File: src/rtl/ram_dump_viewer_if.sv
// rtl/ram_dump_viewer_if.sv - read-only RAM port between the dump viewer and the data RAM
interface ram_dump_viewer_if;
    logic [7:0]  ram_addr;
    logic [15:0] ram_rdata;

    modport master (output ram_addr, input ram_rdata);
    modport slave  (input ram_addr, output ram_rdata);
endinterface

File: src/rtl/ram_dump_viewer.sv
// rtl/ram_dump_viewer.sv - steps through the 256x16 data RAM and shows address/data on 8 seven-segment digits
module ram_dump_viewer #(
    parameter int         READ_LAT    = 1,
    parameter int         REFRESH_DIV = 12500,
    parameter int         AUTO_DIV    = 5000000,
    parameter logic [7:0] START_ADDR  = 8'h00
) (
    input  logic               clk,
    input  logic               rst,
    input  logic               enable,
    input  logic               step_flag,
    input  logic               auto_mode,
    ram_dump_viewer_if.master  ram,
    output logic [7:0]         cur_addr,
    output logic [15:0]        cur_data,
    output logic               busy,
    output logic [7:0]         anode_select,
    output logic [6:0]         seg_select
);
    localparam logic [1:0]  LAT_LAST  = 2'(READ_LAT - 1);
    localparam logic [15:0] SCAN_LAST = 16'(REFRESH_DIV - 1);
    localparam logic [23:0] AUTO_LAST = 24'(AUTO_DIV - 1);

    typedef enum logic [1:0] {IDLE, READ, SHOW} state_t;

    state_t      state, state_nx;
    logic [7:0]  addr;
    logic [1:0]  lat_cnt;
    logic [15:0] scan_cnt;
    logic [2:0]  digit;
    logic [23:0] auto_cnt;
    logic        tick, lat_done, step_go, capture;
    logic [3:0]  nibble;
    logic        blank_digit;
    logic [6:0]  seg_nx;

    function automatic logic [6:0] hex7(input logic [3:0] v);
        case (v)
            4'h0: hex7 = 7'h40;
            4'h1: hex7 = 7'h79;
            4'h2: hex7 = 7'h24;
            4'h3: hex7 = 7'h30;
            4'h4: hex7 = 7'h19;
            4'h5: hex7 = 7'h12;
            4'h6: hex7 = 7'h02;
            4'h7: hex7 = 7'h78;
            4'h8: hex7 = 7'h00;
            4'h9: hex7 = 7'h10;
            4'hA: hex7 = 7'h08;
            4'hB: hex7 = 7'h03;
            4'hC: hex7 = 7'h46;
            4'hD: hex7 = 7'h21;
            4'hE: hex7 = 7'h06;
            default: hex7 = 7'h0E;
        endcase
    endfunction

    assign ram.ram_addr = addr;
    assign busy         = (state == READ);

    // Disable wins over any capture or step in the same cycle; a step and a tick together advance once.
    always_comb begin
        state_nx = state;
        capture  = 1'b0;
        step_go  = 1'b0;
        tick     = (state == SHOW) && auto_mode && (auto_cnt == AUTO_LAST);
        lat_done = (lat_cnt == LAT_LAST);
        if (!enable) begin
            state_nx = IDLE;
        end else begin
            case (state)
                IDLE: state_nx = READ;
                READ: if (lat_done) begin
                    capture  = 1'b1;
                    state_nx = SHOW;
                end
                SHOW: if (step_flag || tick) begin
                    step_go  = 1'b1;
                    state_nx = READ;
                end
                default: state_nx = IDLE;
            endcase
        end
    end

    always_comb begin
        nibble      = 4'h0;
        blank_digit = 1'b0;
        case (digit)
            3'd7: nibble = cur_addr[7:4];
            3'd6: nibble = cur_addr[3:0];
            3'd3: nibble = cur_data[15:12];
            3'd2: nibble = cur_data[11:8];
            3'd1: nibble = cur_data[7:4];
            3'd0: nibble = cur_data[3:0];
            default: blank_digit = 1'b1;
        endcase
        seg_nx = blank_digit ? 7'h7F : hex7(nibble);
    end

    always_ff @(posedge clk) begin
        if (rst) begin
            state        <= IDLE;
            addr         <= START_ADDR;
            cur_addr     <= START_ADDR;
            cur_data     <= 16'h0000;
            lat_cnt      <= 2'd0;
            auto_cnt     <= 24'd0;
            scan_cnt     <= 16'd0;
            digit        <= 3'd0;
            anode_select <= 8'hFF;
            seg_select   <= 7'h7F;
        end else begin
            state <= state_nx;
            if (step_go) begin
                addr <= addr + 8'd1;
            end
            if (capture) begin
                cur_data <= ram.ram_rdata;
                cur_addr <= addr;
            end
            lat_cnt  <= (state == READ && !lat_done) ? lat_cnt + 2'd1 : 2'd0;
            auto_cnt <= (state == SHOW && auto_mode && !tick) ? auto_cnt + 24'd1 : 24'd0;
            if (scan_cnt == SCAN_LAST) begin
                scan_cnt <= 16'd0;
                digit    <= digit + 3'd1;
            end else begin
                scan_cnt <= scan_cnt + 16'd1;
            end
            // Anode and segments are registered together so the pins switch on the same edge.
            anode_select <= (state == IDLE) ? 8'hFF : ~(8'h01 << digit);
            seg_select   <= (state == IDLE) ? 7'h7F : seg_nx;
        end
    end
endmodule

File: src/flat_wrapper.sv
// flat-port wrapper written by rule: the top's interface ports become plain ports
module ram_dump_viewer_flat 
#(
    parameter int         READ_LAT    = 1,
    parameter int         REFRESH_DIV = 12500,
    parameter int         AUTO_DIV    = 5000000,
    parameter logic [7:0] START_ADDR  = 8'h00
)
  (clk, rst, enable, step_flag, auto_mode, cur_addr, cur_data, busy, anode_select, seg_select, ram_ram_addr, ram_ram_rdata);
  ram_dump_viewer_if ram_i ();
  input  logic clk;
  input  logic rst;
  input  logic enable;
  input  logic step_flag;
  input  logic auto_mode;
  output logic [7:0] cur_addr;
  output logic [15:0] cur_data;
  output logic busy;
  output logic [7:0] anode_select;
  output logic [6:0] seg_select;
  output wire logic [$bits(ram_i.ram_addr)-1:0] ram_ram_addr;
  input wire logic [$bits(ram_i.ram_rdata)-1:0] ram_ram_rdata;
  assign ram_ram_addr = ram_i.ram_addr;
  assign ram_i.ram_rdata = ram_ram_rdata;
  ram_dump_viewer #(.READ_LAT(READ_LAT), .REFRESH_DIV(REFRESH_DIV), .AUTO_DIV(AUTO_DIV), .START_ADDR(START_ADDR)) u_core (.clk(clk), .rst(rst), .enable(enable), .step_flag(step_flag), .auto_mode(auto_mode), .ram(ram_i), .cur_addr(cur_addr), .cur_data(cur_data), .busy(busy), .anode_select(anode_select), .seg_select(seg_select));
endmodule
File: config.mk
export PLATFORM = sky130hd
export DESIGN_NAME = ram_dump_viewer_flat
export DESIGN_NICKNAME = d
export VERILOG_FILES = /design/src/rtl/ram_dump_viewer_if.sv /design/src/rtl/ram_dump_viewer.sv /design/src/flat_wrapper.sv
export SDC_FILE = /design/constraint.sdc
export NUM_CORES = 1
export LEC_CHECK = 0
export ABC_AREA = 1
export CAP_MARGIN = 20
export CORE_MARGIN = 10
export CORE_UTILIZATION = 30
export DETAILED_ROUTE_END_ITERATION = 7
export PLACE_DENSITY = 0.47
export SETUP_SLACK_MARGIN = 0.15
export SLEW_MARGIN = 25
export SYNTH_ARGS = -nofsm -noshare
export SYNTH_HDL_FRONTEND = slang
export SYNTH_SLANG_ARGS = --single-unit
export TNS_END_PERCENT = 100
File: constraint.sdc
create_clock -name clk -period 2.64 [get_ports clk]
set_input_delay 0.396 -clock clk [delete_from_list [all_inputs] [get_ports clk]]
set_output_delay 0.396 -clock clk [all_outputs]
set_load 0.01 [all_outputs]
==> results of run 1 <==
flip-flops by register name (all words and copies together) (netlist names), 3 cells and up:
name / cells
u_core.anode_select: 8
u_core.auto_cnt: 24
u_core.cur_addr: 8
u_core.cur_data: 16
u_core.digit: 3
u_core.ram.ram_addr: 8
u_core.scan_cnt: 16
u_core.seg_select: 7
cells in the final DEF (no fill, tap or decap), types with 5 or more instances in the layout:
cell,netlist,final
o21ai_0,30,30
clkbuf_16,0,9
ha_1,16,16
clkdlybuf4s50_1,0,68
buf_4,0,8
nor2_4,5,5
dfxtp_1,94,94
a21oi_1,52,52
inv_1,94,94
nand2_2,7,7
or2_2,6,6
nand4_1,20,20
nor2_2,7,7
inv_2,6,6
nor3_1,11,11
nand2_1,129,129
nand3_1,41,41
nor2_1,70,70
cell families after synthesis:
kind of cell	count (synthesis)	share of synthesized area
xor gates and xnor gates	8	0.0152
DFF	94	0.409
adders and majority gates	16	0.0435
and+or+nand+nor	317	0.325
buffers and inverters	116	0.0978
AOI/OAI and AO/OA	95	0.109
per-layer routing:
layer  routed length, um  vias up
met2                5720       78
li1                    -     2214
met1                6190     1912
met5                   0        -
met4                 195        0
met3                 650       13
power groups by stage:
stage / Sequential [mW] / Combinational (mW) / Clock (mW)
6_report: 1.48 / 0.231 / 1.48
5_1_grt: 1.48 / 0.257 / 1.59
4_1_cts: 1.48 / 0.234 / 1.52
3_5_place_dp: 1.51 / 0.233 / 0
3_3_place_gp: 1.51 / 0.232 / 0
2_1_floorplan: 1.51 / 0.104 / 0
layout make-up:
type | count | area [sq um]
Clock buffer | 11 | 243
Clock inverter | 4 | 95.1
Fill cell | 1586 | 9300
Inverter | 101 | 379
Multi-Input combinational cell | 436 | 2270
Sequential cell | 94 | 1880
Tap cell | 188 | 235
Timing Repair Buffer | 76 | 741
critical path: stages (launching register included):
cell and delay [ps]:
dfxtp_1 490, inv_2 110, ha_1 260, nand2_1 80
nand2_1 50, a21oi_1 130, nand3_1 90, nand2_1 180
inv_1 110, ha_1 330, nand2_1 80, nand3_1 70
nand2_1 60, nand2_1 50
worst paths after layout:
| check | startpoint | end | slack [ps] | cells past startpoint |
|---|---|---|---|---|
| worst max register to register | u_core.digit[2] | u_core.seg_select[3] | 440 | 13 |
| worst min register to register | u_core.lat_cnt[0] | u_core.lat_cnt[0] | 410 | 1 |
| worst max-delay path | u_core.digit[2] | u_core.seg_select[3] | 440 | 13 |
| worst min-delay path | u_core.lat_cnt[0] | u_core.lat_cnt[0] | 410 | 1 |
==> impl_metrics.csv, run 1 <==
group,metric,value,unit
finish,n_antenna_cell,0,
logic_synthesis,yosys_warnings,0,
logic_synthesis,synth-seq-area-share,0.409,
global_route,grt-ovfl-total,0,
floorplan,rows,45,
pwr,pwr_density_cell,546,nW/um^2
floorplan,start_util,0.304,
floorplan,die_width,144,um
sta,setup_viol,0,
sta,relSlewSlack,0.598,
global_route,grt_pass1_wl,20800,um
setup_path,crit_path_max_fanout,8,
cts,cts_max_level,3,
placed_design,portBuffers,68,
route,drt-total-wl,12800,um
sta,fmax,0.454,GHz
route,via_count,4217,
logic_synthesis,synth_ff_type,"dfxtp_1",
sta,setup_slack,436,ps
setup_path,cp.arrival,2440,ps
finish,nets,755,
logic_synthesis,ys_ff_latch,94,
global_route,use_met3,0.0281,
pwr,p_switching,687,uW
pwr,irDropWorstVdd,0.307,mV
global_route,grt_pass1_vias,4038,
cts,clkTransAtPathRegs,70,ps
sta,fin_worst_skew,7.02,ps
logic_synthesis,synth_area,4610,sq um
setup_path,startpoint_type,"flop",
cts,numCtsBuffers,9,
job,cap_violations,0,
global_route,grt_util_met2,0.197,
cts,clk_path_buf_depth,2,
global_route,top_usage_layer,"met2",
pwr,internal_power,2.50,mW
logic_synthesis,synth_edf_count,0,
sta,drv_slew,0,
finish,area_growth,27.0,%
finish,final_area,5850,sq um
setup_path,critPathKind,"flop to flop",
placed_design,dpl_worst_slack,471,ps
sta,fin_crit_sh,0.835,
pwr,p_sw_frac,0.215,
logic_synthesis,yosys.area.top_type,"dfxtp_1",
finish,final_core_util,0.386,
route,antenna_left,0,
sta,fin_setup_tns,0,ps
placed_design,postPlaceCellArea,5510,sq um
sta,whs,408,ps
route,firstDrtPassIters,4,
logic_synthesis,synthMostInstantiatedCell,"nand2_1",
logic_synthesis,synthTopCellsByCount,"nand2_1, dfxtp_1, inv_1",
logic_synthesis,synth_nets,683,
route,route.detailed.drc,0,
pwr,total_power,3.19,mW
cts,cts_setup_buffers,0,
route,wl_per_cell,14.0,um
logic_synthesis,synth_top_area_frac,0.409,
pwr,comb_power_share,0.072,
placed_design,hpwl,9980,um
global_route,grtUsageMet1,0.166,
global_route,antenna_found_initial,0,
sta,tightest_slew,598,ps
logic_synthesis,avgSynthCellArea,7.13,sq um
finish,final_cells,910,
sta,period_minus_slack,2200,ps
route,viasPerCell,4.63,
floorplan,core,15100,sq um
finish,drive_gt1_frac,0.0886,
logic_synthesis,ys_types,39,
logic_synthesis,ys_async_sr_fraction,0,
global_route,grt_max_degree,24,
cts,clock-sinks,94,
floorplan,dieArea,20700,sq um
floorplan,dieHeight,144,um
route,drtIter0Drc,234,
pwr,power_frac_clock,0.465,
logic_synthesis,synth_cells,646,
cts,cts_resized,0,
cts,clkLatencyLatePin,340,ps
run_status,status,"complete, no violations",
sta,finalHoldViolations,0,
pwr,seqPwrFrac,0.462,
floorplan,io_pins,69,
setup_path,cp-end-kind,"flop",
global_route,globalRouteTotalUtil,0.126,
cts,cts_tree,"yes",
placed_design,place_inst,895,
cts,cts_root_buf,"clkbuf_16",
setup_path,worstPathRequired,2880,ps
pwr,leakage,2.22,nW
sta,rsz0062_at_grt,"false",
cts,hold_buffers,0,
hold_path,hold_class,"flop to flop",
placed_design,gp_congestion,0.900,
logic_synthesis,synth_area_leaders,"dfxtp_1, nand2_1, inv_1",
(Power assumes the default switching activity.)
==> run 2: changes to the inputs <==
==> constraint.sdc (replaced) <==
create_clock -name clk -period 2.2 [get_ports clk]
set_input_delay 0.33 -clock clk [delete_from_list [all_inputs] [get_ports clk]]
set_output_delay 0.33 -clock clk [all_outputs]
set_load 0.01 [all_outputs]
==> run 2 against run 1 <==
  * Non-clock buffer count up 9
  * Die area unchanged
  * Combinational power grew 25%
  * Core utilization is 0.69 points higher
  * Largest power group unchanged
==> impl_metrics.csv, run 2 (synthesis results as in run 1) <==
group,metric,value,unit
run_status,status,"complete, no violations",
setup_path,cp.arrival,2220,ps
pwr,comb_power_share,0.080,
global_route,antenna_found_initial,0,
pwr,pwr_density_cell,611,nW/um^2
floorplan,io_pins,69,
cts,clkTransAtPathRegs,60,ps
global_route,grt_pass1_wl,20800,um
placed_design,dpl_worst_slack,35.5,ps
floorplan,dieArea,20700,sq um
finish,layout_common_cells,"nand2_1, inv_1, dfxtp_1, nor2_1, clkdlybuf4s50_1",
floorplan,die_width,144,um
cts,cts_root_buf,"clkbuf_16",
setup_path,startpoint_type,"flop",
sta,fin_setup_tns,0,ps
sta,drv_slew,0,
placed_design,gp_congestion,0.874,
finish,final_core_util,0.393,
global_route,globalRouteTotalUtil,0.126,
finish,nets,764,
finish,drive_gt1_frac,0.120,
finish,area_growth,29.3,%
finish,final_area,5950,sq um
placed_design,postPlaceCellArea,5560,sq um
sta,fin_worst_skew,5.78,ps
cts,hold_buffers,0,
global_route,grt-ovfl-total,0,
placed_design,place_inst,898,
finish,layout_top_registers,"u_core.auto_cnt (24), u_core.cur_data (16), u_core.scan_cnt (16)",
sta,period_minus_slack,1990,ps
cts,numCtsBuffers,9,
sta,whs,444,ps
setup_path,critPathKind,"flop to flop",
sta,setup_slack,213,ps
sta,setup_viol,0,
floorplan,dieHeight,144,um
placed_design,hpwl,9730,um
placed_design,portBuffers,68,
cts,clk_path_buf_depth,2,
finish,largest_register_ffs,24,
route,drt-total-wl,12700,um
pwr,seqPwrFrac,0.486,
hold_path,hold-path-cell-count,1,
pwr,power_frac_clock,0.434,
route,via_count,4332,
pwr,internal_power,2.80,mW
setup_path,critPathLaunch,"u_core.digit[1]",
floorplan,rows,45,
route,wl_per_cell,13.8,um
cts,cts_tree,"yes",
hold_path,hp-start,"u_core.lat_cnt[0]",
cts,cts_max_level,3,
setup_path,r2r_cells,12,
pwr,p_switching,837,uW
global_route,grt_pass1_vias,4174,
global_route,grt_max_degree,49,
setup_path,cp-end-kind,"flop",
finish,n_antenna_cell,0,
pwr,irDropWorstVdd,0.372,mV
setup_path,r2r-start,"u_core.digit[1]",
sta,relSlewSlack,0.570,
sta,finalHoldViolations,0,
pwr,total_power,3.64,mW
floorplan,core,15100,sq um
route,drtIter0Drc,265,
floorplan,start_util,0.304,
pwr,leakage,2.26,nW
route,viasPerCell,4.71,
route,antenna_left,0,
pwr,p_sw_frac,0.230,
sta,rsz0062_at_grt,"true",
setup_path,worstPathRequired,2430,ps
route,firstDrtPassIters,4,
job,cap_violations,0,
finish,final_common_cell,"nand2_1",
cts,clock-sinks,94,
sta,tightest_slew,639,ps
finish,final_cells,920,
sta,fin_crit_sh,0.903,
finish,largest_register,"u_core.auto_cnt",
hold_path,hold_class,"flop to flop",
cts,clkLatencyLatePin,350,ps
sta,fmax,0.503,GHz
setup_path,crit_path_max_fanout,6,
route,route.detailed.drc,0,
## run 2: cell count changes in the layout (fill, tap and decap cells not counted), sizes merged
cell / before / now
clkbuf: 11 / 14
buf: 8 / 17
clkinvlp: 0 / 1
bufinv: 3 / 0
## run 2: critical path, cell delays in order (launching register included)
cell and delay (ps):
dfxtp_4 370, ha_2 190, ha_2 210, nand2_1 70
nand2_1 90, a21oi_1 50, nand2_1 120, nand2_2 110
buf_4 160, ha_4 260, nor2_1 40, a21oi_1 130
nand2_1 70
## run 2: worst paths after layout
check,slack (ps),to
worst min register to register,440,u_core.lat_cnt[0]
worst max register to register,210,u_core.seg_select[1]
worst max-delay path,210,u_core.seg_select[1]
worst min-delay path,440,u_core.lat_cnt[0]
## run 2: power groups by stage
stage          clock, mW  combinational (mW)  sequential (mW)
3_3_place_gp           0               0.281             1.81
4_1_cts             1.64               0.286             1.77
2_1_floorplan          0               0.125             1.81
6_report            1.58               0.289             1.77
5_1_grt             1.69               0.324             1.77
3_5_place_dp           0               0.281             1.81
## run 2: cell type report
cell class | count | area, sq um
Clock buffer | 14 | 294
Tap cell | 188 | 235
Multi-Input combinational cell | 436 | 2310
Fill cell | 1553 | 9190
Timing Repair Buffer | 85 | 833
Inverter | 101 | 379
Sequential cell | 94 | 1890
Clock inverter | 2 | 12.5
## run 2: layer usage
| metal | global-route usage | up-vias | wire length, um |
|---|---|---|---|
| li1 | - | 2228 | - |
| met1 | 0.158 | 1977 | 5890 |
| met2 | 0.199 | 110 | 5780 |
| met3 | 0.0360 | 17 | 845 |
| met4 | 0.0457 | 0 | 216 |
| met5 | 0 | - | 0 |
## run 2: timing repair
item                       in CTS  in global routing
gates cloned                    0                  0
pin swaps                       1                  2
gates resized for setup         3                 11
setup buffers                   2                  4
setup endpoints to repair       7                  7
hold endpoints to repair        0                  0
